[src/rtl/pll_lock_monitor_if.sv]
// PLL lock monitor signal bundle.
// The monitor side (master) consumes the PLL lock status and the restart
// request, and drives the PLL reset, the downstream reset/clock-good
// indications and the status counters. The slave side is the surrounding
// system (PLL, reset distribution, status readers).
interface pll_lock_monitor_if;
  logic       locked;
  logic       force_reset;
  logic       dcm_reset;
  logic       sys_reset_n;
  logic       clk_ok;
  logic [1:0] state;
  logic [7:0] relock_cnt;
  logic [7:0] timeout_cnt;

  modport master (
    input  locked,
    input  force_reset,
    output dcm_reset,
    output sys_reset_n,
    output clk_ok,
    output state,
    output relock_cnt,
    output timeout_cnt
  );

  modport slave (
    output locked,
    output force_reset,
    input  dcm_reset,
    input  sys_reset_n,
    input  clk_ok,
    input  state,
    input  relock_cnt,
    input  timeout_cnt
  );
endinterface

[src/rtl/pll_lock_monitor.sv]
// PLL lock monitor / reset sequencer.
// Pulses the PLL reset, waits for lock (with retry on timeout), requires a
// window of continuous lock before releasing the output-domain reset, and
// restarts the whole sequence whenever lock is lost or a restart is forced.
// All outputs come straight from flops; the asynchronous lock input is only
// used after a two-flop synchronizer.
module pll_lock_monitor #(
  parameter int RST_PULSE_CYCLES = 16,
  parameter int LOCK_TIMEOUT     = 4096,
  parameter int STABLE_CYCLES    = 256
) (
  input  logic                  clk_in,
  input  logic                  reset_n,
  pll_lock_monitor_if.master    bus
);

  typedef enum logic [1:0] {
    ST_RST       = 2'd0,
    ST_WAIT_LOCK = 2'd1,
    ST_STABLE    = 2'd2,
    ST_RUN       = 2'd3
  } state_t;

  // Terminal counts: the counter starts at 0 on entry, so the last cycle of
  // an N-cycle phase is the one where the counter reads N-1.
  localparam logic [15:0] RST_LAST     = 16'(RST_PULSE_CYCLES - 1);
  localparam logic [15:0] TIMEOUT_LAST = 16'(LOCK_TIMEOUT - 1);
  localparam logic [15:0] STABLE_LAST  = 16'(STABLE_CYCLES - 1);

  // Saturating 8-bit increment for the event counters.
  function automatic logic [7:0] sat_inc(input logic [7:0] value);
    if (value == 8'hFF) begin
      return value;
    end else begin
      return value + 8'd1;
    end
  endfunction

  logic        sync_meta_r;
  logic        locked_s;
  state_t      state_r;
  logic [15:0] cnt_r;
  logic        dcm_reset_r;
  logic        sys_reset_n_r;
  logic        clk_ok_r;
  logic [7:0]  relock_cnt_r;
  logic [7:0]  timeout_cnt_r;

  // Two-flop synchronizer bringing the PLL lock status into clk_in.
  always_ff @(posedge clk_in or negedge reset_n) begin
    if (!reset_n) begin
      sync_meta_r <= 1'b0;
      locked_s    <= 1'b0;
    end else begin
      sync_meta_r <= bus.locked;
      locked_s    <= sync_meta_r;
    end
  end

  // Sequencer FSM with its shared cycle counter, registered outputs and
  // event counters. A forced restart overrides every other transition and
  // never counts as a lock loss or timeout.
  always_ff @(posedge clk_in or negedge reset_n) begin
    if (!reset_n) begin
      state_r       <= ST_RST;
      cnt_r         <= 16'd0;
      dcm_reset_r   <= 1'b1;
      sys_reset_n_r <= 1'b0;
      clk_ok_r      <= 1'b0;
      relock_cnt_r  <= 8'd0;
      timeout_cnt_r <= 8'd0;
    end else if (bus.force_reset) begin
      state_r       <= ST_RST;
      cnt_r         <= 16'd0;
      dcm_reset_r   <= 1'b1;
      sys_reset_n_r <= 1'b0;
      clk_ok_r      <= 1'b0;
    end else begin
      case (state_r)
        ST_RST: begin
          if (cnt_r == RST_LAST) begin
            state_r     <= ST_WAIT_LOCK;
            cnt_r       <= 16'd0;
            dcm_reset_r <= 1'b0;
          end else begin
            cnt_r       <= cnt_r + 16'd1;
          end
        end
        ST_WAIT_LOCK: begin
          if (locked_s) begin
            state_r <= ST_STABLE;
            cnt_r   <= 16'd0;
          end else if (cnt_r == TIMEOUT_LAST) begin
            state_r       <= ST_RST;
            cnt_r         <= 16'd0;
            dcm_reset_r   <= 1'b1;
            timeout_cnt_r <= sat_inc(timeout_cnt_r);
          end else begin
            cnt_r <= cnt_r + 16'd1;
          end
        end
        ST_STABLE: begin
          if (!locked_s) begin
            state_r      <= ST_RST;
            cnt_r        <= 16'd0;
            dcm_reset_r  <= 1'b1;
            relock_cnt_r <= sat_inc(relock_cnt_r);
          end else if (cnt_r == STABLE_LAST) begin
            state_r       <= ST_RUN;
            cnt_r         <= 16'd0;
            sys_reset_n_r <= 1'b1;
            clk_ok_r      <= 1'b1;
          end else begin
            cnt_r <= cnt_r + 16'd1;
          end
        end
        ST_RUN: begin
          if (!locked_s) begin
            state_r       <= ST_RST;
            cnt_r         <= 16'd0;
            dcm_reset_r   <= 1'b1;
            sys_reset_n_r <= 1'b0;
            clk_ok_r      <= 1'b0;
            relock_cnt_r  <= sat_inc(relock_cnt_r);
          end else begin
            cnt_r <= cnt_r;
          end
        end
        default: begin
          state_r       <= ST_RST;
          cnt_r         <= 16'd0;
          dcm_reset_r   <= 1'b1;
          sys_reset_n_r <= 1'b0;
          clk_ok_r      <= 1'b0;
        end
      endcase
    end
  end

  assign bus.state       = state_r;
  assign bus.dcm_reset   = dcm_reset_r;
  assign bus.sys_reset_n = sys_reset_n_r;
  assign bus.clk_ok      = clk_ok_r;
  assign bus.relock_cnt  = relock_cnt_r;
  assign bus.timeout_cnt = timeout_cnt_r;

endmodule

[src/flat_wrapper.sv]
// flat-port wrapper written by rule: the top's interface ports become plain ports
module pll_lock_monitor_flat 
#(
  parameter int RST_PULSE_CYCLES = 16,
  parameter int LOCK_TIMEOUT     = 4096,
  parameter int STABLE_CYCLES    = 256
)
  (clk_in, reset_n, bus_locked, bus_force_reset, bus_dcm_reset, bus_sys_reset_n, bus_clk_ok, bus_state, bus_relock_cnt, bus_timeout_cnt);
  pll_lock_monitor_if bus_i ();
  input  logic clk_in;
  input  logic reset_n;
  input wire logic [$bits(bus_i.locked)-1:0] bus_locked;
  input wire logic [$bits(bus_i.force_reset)-1:0] bus_force_reset;
  output wire logic [$bits(bus_i.dcm_reset)-1:0] bus_dcm_reset;
  output wire logic [$bits(bus_i.sys_reset_n)-1:0] bus_sys_reset_n;
  output wire logic [$bits(bus_i.clk_ok)-1:0] bus_clk_ok;
  output wire logic [$bits(bus_i.state)-1:0] bus_state;
  output wire logic [$bits(bus_i.relock_cnt)-1:0] bus_relock_cnt;
  output wire logic [$bits(bus_i.timeout_cnt)-1:0] bus_timeout_cnt;
  assign bus_i.locked = bus_locked;
  assign bus_i.force_reset = bus_force_reset;
  assign bus_dcm_reset = bus_i.dcm_reset;
  assign bus_sys_reset_n = bus_i.sys_reset_n;
  assign bus_clk_ok = bus_i.clk_ok;
  assign bus_state = bus_i.state;
  assign bus_relock_cnt = bus_i.relock_cnt;
  assign bus_timeout_cnt = bus_i.timeout_cnt;
  pll_lock_monitor #(.RST_PULSE_CYCLES(RST_PULSE_CYCLES), .LOCK_TIMEOUT(LOCK_TIMEOUT), .STABLE_CYCLES(STABLE_CYCLES)) u_core (.clk_in(clk_in), .reset_n(reset_n), .bus(bus_i));
endmodule
[config.mk]
export PLATFORM = sky130hd
export DESIGN_NAME = pll_lock_monitor_flat
export DESIGN_NICKNAME = d
export VERILOG_FILES = /design/src/rtl/pll_lock_monitor_if.sv /design/src/rtl/pll_lock_monitor.sv /design/src/flat_wrapper.sv
export SDC_FILE = /design/constraint.sdc
export NUM_CORES = 1
export LEC_CHECK = 0
export ABC_CLOCK_PERIOD_IN_PS = 3000
export BUFFER_PORTS_ARGS = -buffer_cell sky130_fd_sc_hd__buf_2
export CAP_MARGIN = 20
export CORE_MARGIN = 4
export CORE_UTILIZATION = 35
export DETAILED_ROUTE_END_ITERATION = 7
export GPL_TIMING_DRIVEN = 0
export PLACE_DENSITY = 0.62
export SKIP_CTS_REPAIR_TIMING = 1
export SLEW_MARGIN = 25
export SYNTH_ARGS = -nofsm -noshare
export SYNTH_HDL_FRONTEND = slang
export SYNTH_SLANG_ARGS = --single-unit
export TNS_END_PERCENT = 10
[constraint.sdc]
create_clock -name clk_in -period 3 [get_ports clk_in]
set_input_delay 0.15 -clock clk_in [delete_from_list [all_inputs] [get_ports clk_in]]
set_output_delay 0.15 -clock clk_in [all_outputs]
set_load 0.01 [all_outputs]
After elaboration in Yosys (flattened, before gate mapping)
Cells that the tools add are included.
Storage, ports and cells
  output and inout port bits: 21
  logic and storage cells: 67
  register bits: 38
Cells by class
  eq/ne operators: 17
  add/subtract/negate cells: 3
  bitwise operators: 4
  muxes and demuxes: 27
  reductions and logical operators: 8
Operator list (number)
  $mux 16: 7
  $pmux 16 s4: 1
  $add 16x1->16 const B: 1
  $add 8x1->8 const B: 2
  $eq 16x12->1 const B: 1
  $eq 16x4->1 const B: 1
  $eq 16x8->1 const B: 1
  $eq 8x8->1 const B: 2
  $reduce_and 4->1: 4
  $mux 2: 7
  $ne 3x2->1 const B: 4
  $mux 1: 9
  $ne 3x3->1 const B: 3
  $pmux 2 s4: 1
  $reduce_and 5->1: 1
  $eq 2x2->1 const B: 2
  $ne 4x2->1 const B: 1
  $ne 4x4->1 const B: 1
  $not 1->1: 4
  $pmux 1 s3: 1
  $reduce_bool 3->1: 1
  $eq 2x1->1 const B: 1
  $logic_not 2->1: 1
  $pmux 1 s2: 1
  $reduce_or 2->1: 1

Longest topological paths before layout
  depth in word-level cells: 5
  mapped depth: 8

Least setup slack after synthesis
No wires, ideal clock.
  kind: reg2reg
  from: reg u_core.cnt_r[13]
  to: reg u_core.timeout_cnt_r[1] (netlist: u_core.bus.timeout_cnt[1])
  path slack: 0.704 ns
  arrival time: 2.172 ns
  required time: 2.875 ns
  cell stages (with the launch flop): 5
  buffers on the path: 0
  cell sequence: dfrtp_1 -> or4_4 -> or4b_4 -> nor3_1 -> mux2_2
On the way
  word-level cells in the longest chain between the ends: 2
Ends and longest elaborated chain
  start, declared: RTL line pll_lock_monitor.sv:42  | logic [15:0] cnt_r;
  start signal, assigned: RTL line pll_lock_monitor.sv:86  | cnt_r <= cnt_r + 16'd1;
  start signal, assigned: RTL line pll_lock_monitor.sv:99  | cnt_r <= cnt_r + 16'd1;
  start signal, assigned: RTL line pll_lock_monitor.sv:114  | cnt_r <= cnt_r + 16'd1;
  $eq 16x12->1: RTL line pll_lock_monitor.sv:93  | end else if (cnt_r == TIMEOUT_LAST) begin
  $reduce_and 5->1 (no line)
  end signal, assigned: RTL line pll_lock_monitor.sv:97  | timeout_cnt_r <= sat_inc(timeout_cnt_r);
  end, declared: RTL line pll_lock_monitor.sv:47  | logic [7:0] timeout_cnt_r;
Every way passes these cells.
A chain may end at the register's enable or synchronous reset.

Final worst setup path
  from: reg u_core.cnt_r[12]
  to: reg u_core.timeout_cnt_r[1] (netlist: u_core.bus.timeout_cnt[1])
The elaborated chain is that of the path after synthesis.

==> summary.txt <==
Die
  – Initial Util: 0.3708
  – Die Wd: 82.49 µm
  – Die area: 6804 µm²
  – Die Ht: 82.49 µm
  – I/O pins: 25
  – CORE AREA: 5238 µm²
  – Core Rows: 26

Setup path
  – Crit path required time: 3180 ps
  – Crit start category: register
  – Crit path DAT: 2660 ps
  – Crit path capture type: register
  – Reg2Reg Setup Slack: 520 ps
  – Setup crit start: u_core.cnt_r[12]
  – R2R Path Start: u_core.cnt_r[12]
  – Reg2reg path depth: 4
  – Critical-path maximum fanout: 6
  – Critical path endpoint: u_core.bus.timeout_cnt[1]
  – Crit Path Category: reg2reg
  – R2r endpoint: u_core.bus.timeout_cnt[1]

Global routing
  – Vias in the first global route: 1502
  – Total GRT Usage: 0.1342
  – Gr ovfl total: 0
  – Largest net degree at the start of global routing: 39
  – Antenna violations before repair: 0
  – First-pass GRT wire length: 6.982 mm

Finish
  – Share of layout cells above drive strength 1: 0.2133
  – Final nets: 232
  – Area growth, synth to finish: 17.20%
  – Antenna fix cells: 0
  – Util after Layout: 0.4345

Logic synthesis
  – Post-Syn Area: 1942 µm²
  – Dominant cells by area after synthesis: dfrtp_1 48%, a21o_1 5.4%, xnor2_1 4.1%
  – Syn_nets: 198
  – Synth Register Bits: 38
  – Avg Synthesized Cell Area: 10.17 µm²
  – Post-synth top area cell: dfrtp_1
  – Gate count of the mapped netlist: 191
  – Distinct cell type count after synthesis: 37
  – Sequential cell area fraction in the yosys report: 0.4903
  – Ys async rst share: 1.000
  – Synth Flop Type: dfrtp_1
  – Area share of the largest cell type after synthesis: 0.4768
  – Ys Warns: 0
  – Post-synth EDFFs: 0

Clock tree
  – TritonCTS clock tree: done
  – CTS clk-pin slew, worst paths: 80 ps
  – CTS Buffer Depth: 2
  – Root Driver: clkbuf_8
  – Clock Latency Late Sink: 290 ps
  – Clk sinks: 38
  – H-tree depth: 2
  – Cts bufs inserted: 5

Timing
  – RSZ-0062 raised after global routing: false
  – Min Tclk post-route: 2476 ps
  – Crit share post-route: 0.8254
  – Worst clock skew: 7.100 ps
  – Setup TNS: 0 ps
  – Setup Viol. Count Final: 0
  – Fmax achieved: 403.9 MHz
  – Worst-margin pin slew: 583.2 ps
  – Max-slew violation count: 0
  – Slew headroom: 0.6094
  – Hold Vio Cnt, Final: 0

Power and ir drop
  – Cell Pwr Density: 401.2 nW/µm²
  – Static Leak: 1.236 nW
  – Worst IR Drop VDD: 0.2372 mV

Detailed routing
  – DR WL/cell: 13.56 µm
  – Router iterations before antenna repair: 4
  – Drt total wl: 3.999 mm
  – Vias per cell: 5.149
  – DRC viols: 0
  – Via Count: 1519
  – Post-route antenna net violation count: 0
  – Starting DRT DRC Count: 60

Flow run
  – Max-Cap Viols: 0

Hold path
  – Hold path startpoint: bus_force_reset
  – Hold Path Class: in2reg

Status
  – Status: finished, final reports clean

Placement
  – RePlAce Congestion: 0.7909
  – Count of buffers from port buffering: 24
  – Post-DP HPWL: 2.813 mm
layer usage:
layer  share of wire  track usage  wire (µm)
met1            0.50       0.1717       1990
met4           0.014      0.04485         55
met5               0            0          0
met3           0.027      0.03688        108
met2            0.46       0.2179       1844
cell usage after synthesis (all sizes together) (4+ instances only):
cell type  count
a21o          14
and3          10
buf            4
dfrtp         37
inv           11
nand2         10
nand3         10
nand4          7
nor2           8
nor3          11
nor3b          7
nor4           7
o21ai         17
xnor2          9
xor2           5
worst max-delay path: stages, from the launching register on:
cell     delay (ps)
dfrtp_1         440
or4_4           560
or4b_4          550
nor3_1          430
mux2_2          390
power by group:
part	internal, mW	switching, mW
registers	0.519	0.00705
clock network	0.156	0.177
logic	0.0237	0.0307
total	0.699	0.215
registers in the layout, indices dropped and copies added (netlist names):
signal / flops
u_core.sync_meta_r: 1
u_core.bus.timeout_cnt: 8
u_core.bus.sys_reset_n: 1
u_core.locked_s: 1
u_core.bus.dcm_reset: 1
u_core.bus.relock_cnt: 8
u_core.cnt_r: 16
u_core.bus.state: 2
cell type report:
type                            count  area, µm²
Buffer                              5      41.29
Inverter                           11      41.29
Clock inverter                      2      10.01
Timing Repair Buffer               27      167.7
Tap cell                           70      87.58
Sequential cell                    38      952.2
Multi-Input combinational cell    137      907.1
Fill cell                         527       2962
Clock buffer                        5      68.82
kinds of logic (layout without fill, tap and decap cells):
family,count (synthesis),in the layout,share of synthesized area
DFF,38,38,0.4903
muxes,3,3,0.01675
AOI/OAI and AO/OA,39,39,0.1315
buffers and inverters,16,50,0.04252
and+or+nand+nor,78,78,0.2365
adders and majority gates,3,3,0.01933
xor gates and xnor gates,14,14,0.06315
through the flow:
stage	power [mW]	area [µm²]	setup WS [ps]	instances	hold slack (ps)
after floorplan	0.5617	1942	703.6	191	-145.6
after global placement	0.5849	2150	531.2	285	259.2
after detailed placement	0.5855	2150	505.0	285	262.1
after CTS	0.9217	2228	490.6	292	-41.60
after global routing	0.9563	2276	380.9	295	116.4
final	0.9132	2276	523.9	295	123.0
cells in the final DEF, fill, tap and decap left out, types with 2 or more instances in the layout:
master         netlist  layout
a21o_1              14      14
a21oi_1              2       2
and2_1               3       3
and3_1              10      10
buf_2                0      24
buf_4                2       2
buf_6                2       2
clkbuf_8             0       5
clkinv_2             0       2
dfrtp_1             37      37
dlygate4sd3_1        0       2
ha_1                 3       3
inv_1               11      11
mux2_2               2       2
nand2_1             10      10
nand3_1              9       9
nand4_1              7       7
nor2_1               7       7
nor3_1              11      11
nor3b_1              7       7
nor4_1               6       6
o21ai_0              3       3
o21ai_1             14      14
or4_4                2       2
xnor2_1              9       9
xor2_1               5       5
how the worst min path moves through the flow:
stage	slack (ps)	depth (start not counted)	endpoint
2_1_floorplan	-150	0	u_core.bus.relock_cnt[0]
3_3_place_gp	260	1	u_core.sync_meta_r
3_5_place_dp	260	1	u_core.sync_meta_r
4_1_cts	-40	1	u_core.sync_meta_r
5_1_grt	120	2	u_core.bus.sys_reset_n
6_report	120	2	u_core.bus.sys_reset_n
No activity file was read; power rests on OpenSTA's default activity.
